`src/rtl/sal_rdwr_arbiter.sv`:
```
// Read/write address arbiter: picks one AW or AR request per cycle using a
// bounded same-direction streak and registers it in a one-entry output stage.
module sal_rdwr_arbiter #(
  parameter int ADDR_W     = 32,
  parameter int ID_W       = 4,
  parameter int LEN_W      = 4,
  parameter int WR_MAX_RUN = 4,
  parameter int RD_MAX_RUN = 4
) (
  input  logic              clk,
  input  logic              rst_n,
  input  logic              aw_valid,
  output logic              aw_ready,
  input  logic [ID_W-1:0]   aw_id,
  input  logic [ADDR_W-1:0] aw_addr,
  input  logic [LEN_W-1:0]  aw_len,
  input  logic              ar_valid,
  output logic              ar_ready,
  input  logic [ID_W-1:0]   ar_id,
  input  logic [ADDR_W-1:0] ar_addr,
  input  logic [LEN_W-1:0]  ar_len,
  output logic              out_valid,
  input  logic              out_ready,
  output logic              out_wr,
  output logic [ID_W-1:0]   out_id,
  output logic [ADDR_W-1:0] out_addr,
  output logic [LEN_W-1:0]  out_len
);

  localparam int MAX_RUN = (WR_MAX_RUN > RD_MAX_RUN) ? WR_MAX_RUN : RD_MAX_RUN;
  localparam int CNT_W   = $clog2(MAX_RUN + 1);
  localparam logic [CNT_W-1:0] WR_LIM = CNT_W'(WR_MAX_RUN);
  localparam logic [CNT_W-1:0] RD_LIM = CNT_W'(RD_MAX_RUN);

  typedef enum logic {
    EMPTY = 1'b0,
    FULL  = 1'b1
  } state_t;

  state_t              r_state;
  logic                r_last_wr;
  logic [CNT_W-1:0]    r_run_cnt;
  logic                r_wr;
  logic [ID_W-1:0]     r_id;
  logic [ADDR_W-1:0]   r_addr;
  logic [LEN_W-1:0]    r_len;

  logic                w_load;
  logic                w_stay;
  logic                w_grant_w;
  logic                w_grant_r;
  logic [CNT_W-1:0]    w_last_lim;

  assign w_load     = (r_state == EMPTY) | out_ready;
  assign w_last_lim = r_last_wr ? WR_LIM : RD_LIM;
  assign w_stay     = (r_run_cnt < w_last_lim);

  // Under contention keep the last direction until its streak limit, then flip.
  always_comb begin
    w_grant_w = 1'b0;
    w_grant_r = 1'b0;
    if (aw_valid && ar_valid) begin
      w_grant_w = (w_stay == r_last_wr);
      w_grant_r = !(w_stay == r_last_wr);
    end else begin
      w_grant_w = aw_valid;
      w_grant_r = ar_valid;
    end
  end

  assign aw_ready  = rst_n & w_load & w_grant_w;
  assign ar_ready  = rst_n & w_load & w_grant_r;

  assign out_valid = (r_state == FULL);
  assign out_wr    = r_wr;
  assign out_id    = r_id;
  assign out_addr  = r_addr;
  assign out_len   = r_len;

  always_ff @(posedge clk or negedge rst_n) begin
    if (!rst_n) begin
      r_state   <= EMPTY;
      r_last_wr <= 1'b1;
      r_run_cnt <= '0;
      r_wr      <= 1'b0;
      r_id      <= '0;
      r_addr    <= '0;
      r_len     <= '0;
    end else if (w_load) begin
      if (w_grant_w || w_grant_r) begin
        r_state <= FULL;
        r_wr    <= w_grant_w;
        r_id    <= w_grant_w ? aw_id   : ar_id;
        r_addr  <= w_grant_w ? aw_addr : ar_addr;
        r_len   <= w_grant_w ? aw_len  : ar_len;
        // Same direction extends the streak (saturating), a switch restarts it.
        if (w_grant_w == r_last_wr) begin
          if (r_run_cnt < w_last_lim) begin
            r_run_cnt <= r_run_cnt + 1'b1;
          end
        end else begin
          r_last_wr <= w_grant_w;
          r_run_cnt <= CNT_W'(1);
        end
      end else begin
        r_state <= EMPTY;
      end
    end
  end

endmodule

```
`config.mk`:
```
export PLATFORM = sky130hd
export DESIGN_NAME = sal_rdwr_arbiter
export DESIGN_NICKNAME = d
export VERILOG_FILES = /design/src/rtl/sal_rdwr_arbiter.sv
export SDC_FILE = /design/constraint.sdc
export NUM_CORES = 1
export LEC_CHECK = 0
export BUFFER_PORTS_ARGS = -buffer_cell sky130_fd_sc_hd__buf_2
export CAP_MARGIN = 40
export CELL_PAD_IN_SITES_DETAIL_PLACEMENT = 0
export CELL_PAD_IN_SITES_GLOBAL_PLACEMENT = 1
export CORE_MARGIN = 4
export CORE_UTILIZATION = 32
export DETAILED_ROUTE_END_ITERATION = 7
export PLACE_DENSITY = 0.78
export SYNTH_ARGS = -nofsm -noshare
export SYNTH_HDL_FRONTEND = slang
export SYNTH_SLANG_ARGS = --single-unit
```
`constraint.sdc`:
```
create_clock -name clk -period 1.38 [get_ports clk]
set_input_delay 0.276 -clock clk [delete_from_list [all_inputs] [get_ports clk]]
set_output_delay 0.276 -clock clk [all_outputs]
set_load 0.02 [all_outputs]
```
==> metrics.md <==
| Metric | Value |
|---|---|
| Outcome | `complete, but fails checks` |
| Failing checks | `setup timing` |
| Fillcell total | `between 800 and 900` |
| Tmin final | `about 1.8 ns` |
| Crit-path cells | `xnor2_4 -> a21oi_4 -> and3_4 -> buf_6` |
| Number of core rows | `34` |
| Horiz. Die Dim | `about 100 um` |
| Global route overflow | `0` |
| Crit. Startpoint | `r_last_wr` |
| Mean Syn Cell Area | `roughly 10 sq um` |
| Maximum fanout along the worst path | `3` |
| Io pins | `around 130` |
| N_diodes | `0` |
| Die area | `10680 sq um` |
| Ranking of synthesized cells by area | `dfrtp_1 39%, o2111ai_1 24%, o21ai_0 7.2%` |
| Synth Register Bits | `46` |
| Worst hold slack | `just under 0.05 ns` |
| WL final | `a little over 10000 um` |
| CP bufs+invs | `1` |
| Logic pwr share | `0.609` |
| Crit path to | `aw_ready` |
| Syn-to-layout area delta | `37.36%` |
| Top cell type's share of synthesized area | `0.3869` |
| CP Class | `reg2out` |
| Final design utilization | `0.4540` |
| CTS sink count | `46` |
| Seq/Total Area, Yosys | `0.3960` |
| Clock skew | `around 0.010 ns` |
| Area leader, netlist | `dfrtp_1` |
| Core box area | `between 8000 and 9000 sq um` |
| R2R cell count | `8` |
| Hold Crit Class | `in2async` |
| Syn Nets | `roughly 370` |
| Crit path capture type | `primary output` |
| Yosys cell types | `35` |
| Relative slew slack | `0.7067` |
| Worst slack, placed | `-0.1121 ns` |
| DR vias/cell | `5.918` |
| Fmax | `around 0.57 GHz` |
| Net switching power | `roughly 3.3 mW` |
| Critical Path Stages | `4` |
| YS warnings | `0` |
| TritonCTS clock tree | `yes` |
| Delay-heaviest family, CP | `flip-flops` |
| Post-synthesis instance area | `just under 3000 sq um` |
| Max-slew violations | `0` |
| Max stage delay on crit path | `about 0.6 ns` |
| Clock-pin slew on the worst setup and hold paths | `0.09 ns` |
| Placer Congestion | `0.8343` |
| PnR worst setup slack | `-0.3759 ns` |
| RR Startpoint | `r_last_wr` |
| DRC | `0` |
| Overall Power | `approximately 7.5 mW` |
| Initial antenna violation count | `0` |
| Internal | `around 4.2 mW` |
| Cts bufs inserted | `5` |
| Detail Route Antenna Nets | `0` |
| Sw frac | `0.4364` |
| Largest net degree at the start of global routing | `42` |
| Worst path arrival time | `between 1 and 1.5 ns` |
| Sequential Power Share | `0.274` |
| Clock share of power | `0.117` |
| Worst-Margin Slew | `0.4400 ns` |
| Clock Latency Late Sink | `0.30 ns` |
| Worst R2R End | `out_addr[11]` |
| Starting DRT DRC Count | `roughly 190` |
| MaxCap Viol Count | `0` |
| GRT Util Overall | `0.1813` |
| Peak supply drop | `about 1.2 mV` |
| H-tree lvl count | `2` |
| RSZ-0062 raised after global routing | `true` |
| Reg2reg setup slack | `-0.34 ns` |
| Initial Utilization | `0.3305` |
| Final worst path period share | `1.272` |
| Share of layout cells above drive strength 1 | `0.5024` |
| Crit start category | `flop` |
| Nets | `499` |
| Root Driver | `clkbuf_8` |
| Routed vias | `about 3100` |
| Global-route wire length before repair | `about 15000 um` |
| Setup Viol. Count Final | `45` |
| DRT Pass-1 Iters | `5` |
| Pwr dens | `1870 nW/um^2` |
| Routed wire length per instance | `between 15 and 20 um` |
| Pleak | `between 1.5 and 2 nW` |
| WP data required | `roughly 1.1 ns` |
| CP max stage cell | `dfstp_2` |
| Port Buffers | `128` |
| Die span in y | `slightly above 100 um` |
| Setup_tns | `-12.86 ns` |
| Post-DP HPWL | `about 6600 um` |
| Vias in the first global route | `slightly above 3000` |
| Mapped Cells | `280` |
| Deepest clock path buffer count | `2` |
| Final hold violation count | `0` |
registers in the layout (all words and copies together), names as in the netlist:
name       count
r_last_wr      1
out_len        4
out_addr      32
out_valid      1
r_run_cnt      3
out_id         4
out_wr         1
metrics by stage:
step | std cells | area (sq um)
finish | 522 | 3998
global route | 522 | 3998
CTS | 517 | 3779
detailed placement | 501 | 3583
global placement | 501 | 3583
floorplan | 280 | 2947
worst min-delay path by stage:
stage / end / depth (start not counted) / startpoint
CTS: out_addr[1] / 2 / rst_n
finish: out_addr[1] / 2 / rst_n
global route: out_addr[1] / 2 / rst_n
global placement: out_wr / 2 / rst_n
floorplan: out_addr[0] / 0 / rst_n
detailed placement: out_wr / 2 / rst_n
power groups by stage:
stage | Clock [mW] | Sequential, mW | Combinational, mW
4_1_cts | 0.912 | 2.05 | 3.86
3_5_place_dp | 0 | 2.09 | 3.35
3_3_place_gp | 0 | 2.07 | 3.33
6_report | 0.874 | 2.05 | 4.55
5_1_grt | 0.957 | 2.10 | 4.83
2_1_floorplan | 0 | 2.53 | 1.96
routing by layer:
layer | share of wire | GRT usage | vias up | wire length, um
met1 | 0.44 | 0.2568 | 1560 | 4518
met4 | 0.0048 | 0.05080 | 0 | 49
met3 | 0.057 | 0.02951 | 2 | 584
met5 | 0 | 0 | - | 0
li1 | - | - | 1416 | -
met2 | 0.50 | 0.2863 | 111 | 5128
timing repair:
| action | in CTS | in global routing |
|---|---|---|
| endpoints found under the hold margin | 15 | 0 |
| hold buffers | 1 | 0 |
| setup endpoints to repair | 45 | 45 |
| cloned | 2 | 2 |
| pin swaps | 3 | 38 |
| buffers inserted | 5 | 5 |
| gates resized for setup | 8 | 29 |
cell families (layout without fill, tap and decap cells):
family	Yosys count	after routing	synth area share
simple gates	51	51	0.08857
mux	3	3	0.01075
buf+inv	48	182	0.1569
xor+xnor	2	2	0.01118
fa+ha+maj	1	1	0.004299
compound gates	129	129	0.3323
flops	46	46	0.3960
cell type report:
class                           count  area (sq um)  area share
Inverter                            3         11.26    0.002817
Timing Repair Buffer              171          1122      0.2808
Clock buffer                        7         86.33     0.02160
Tap cell                          108         135.1     0.03380
Sequential cell                    46          1154      0.2886
Multi-Input combinational cell    186          1484      0.3712
Clock inverter                      1         5.005    0.001252
placed cells by master (no fill, tap or decap), types with 6 or more instances in the layout:
cell type and instances:
dfrtp_1 44, buf_6 11, clkbuf_8 6, o2111ai_1 64, buf_2 126, buf_12 6, o2111ai_2 15, nand3_1 41
o21ai_0 42, buf_4 25
cells in the mapped netlist, drive strengths merged:
master,n
ha,1
mux2,1
a31o,1
nor3,1
a21oi,2
dfstp,1
xnor2,1
dlygate4sd1,6
and3,1
a22o,2
or2,1
clkinv,1
clkbuf,13
nor3b,1
nand2,2
nand3,41
inv,2
nor2b,1
o211ai,1
o2111ai,80
mux2i,2
nor2,2
dfrtp,45
o311ai,1
dlymetal6s2s,6
o21ai,42
nand2b,1
xor2,1
buf,20
No activity file was read; power rests on OpenSTA's default activity.
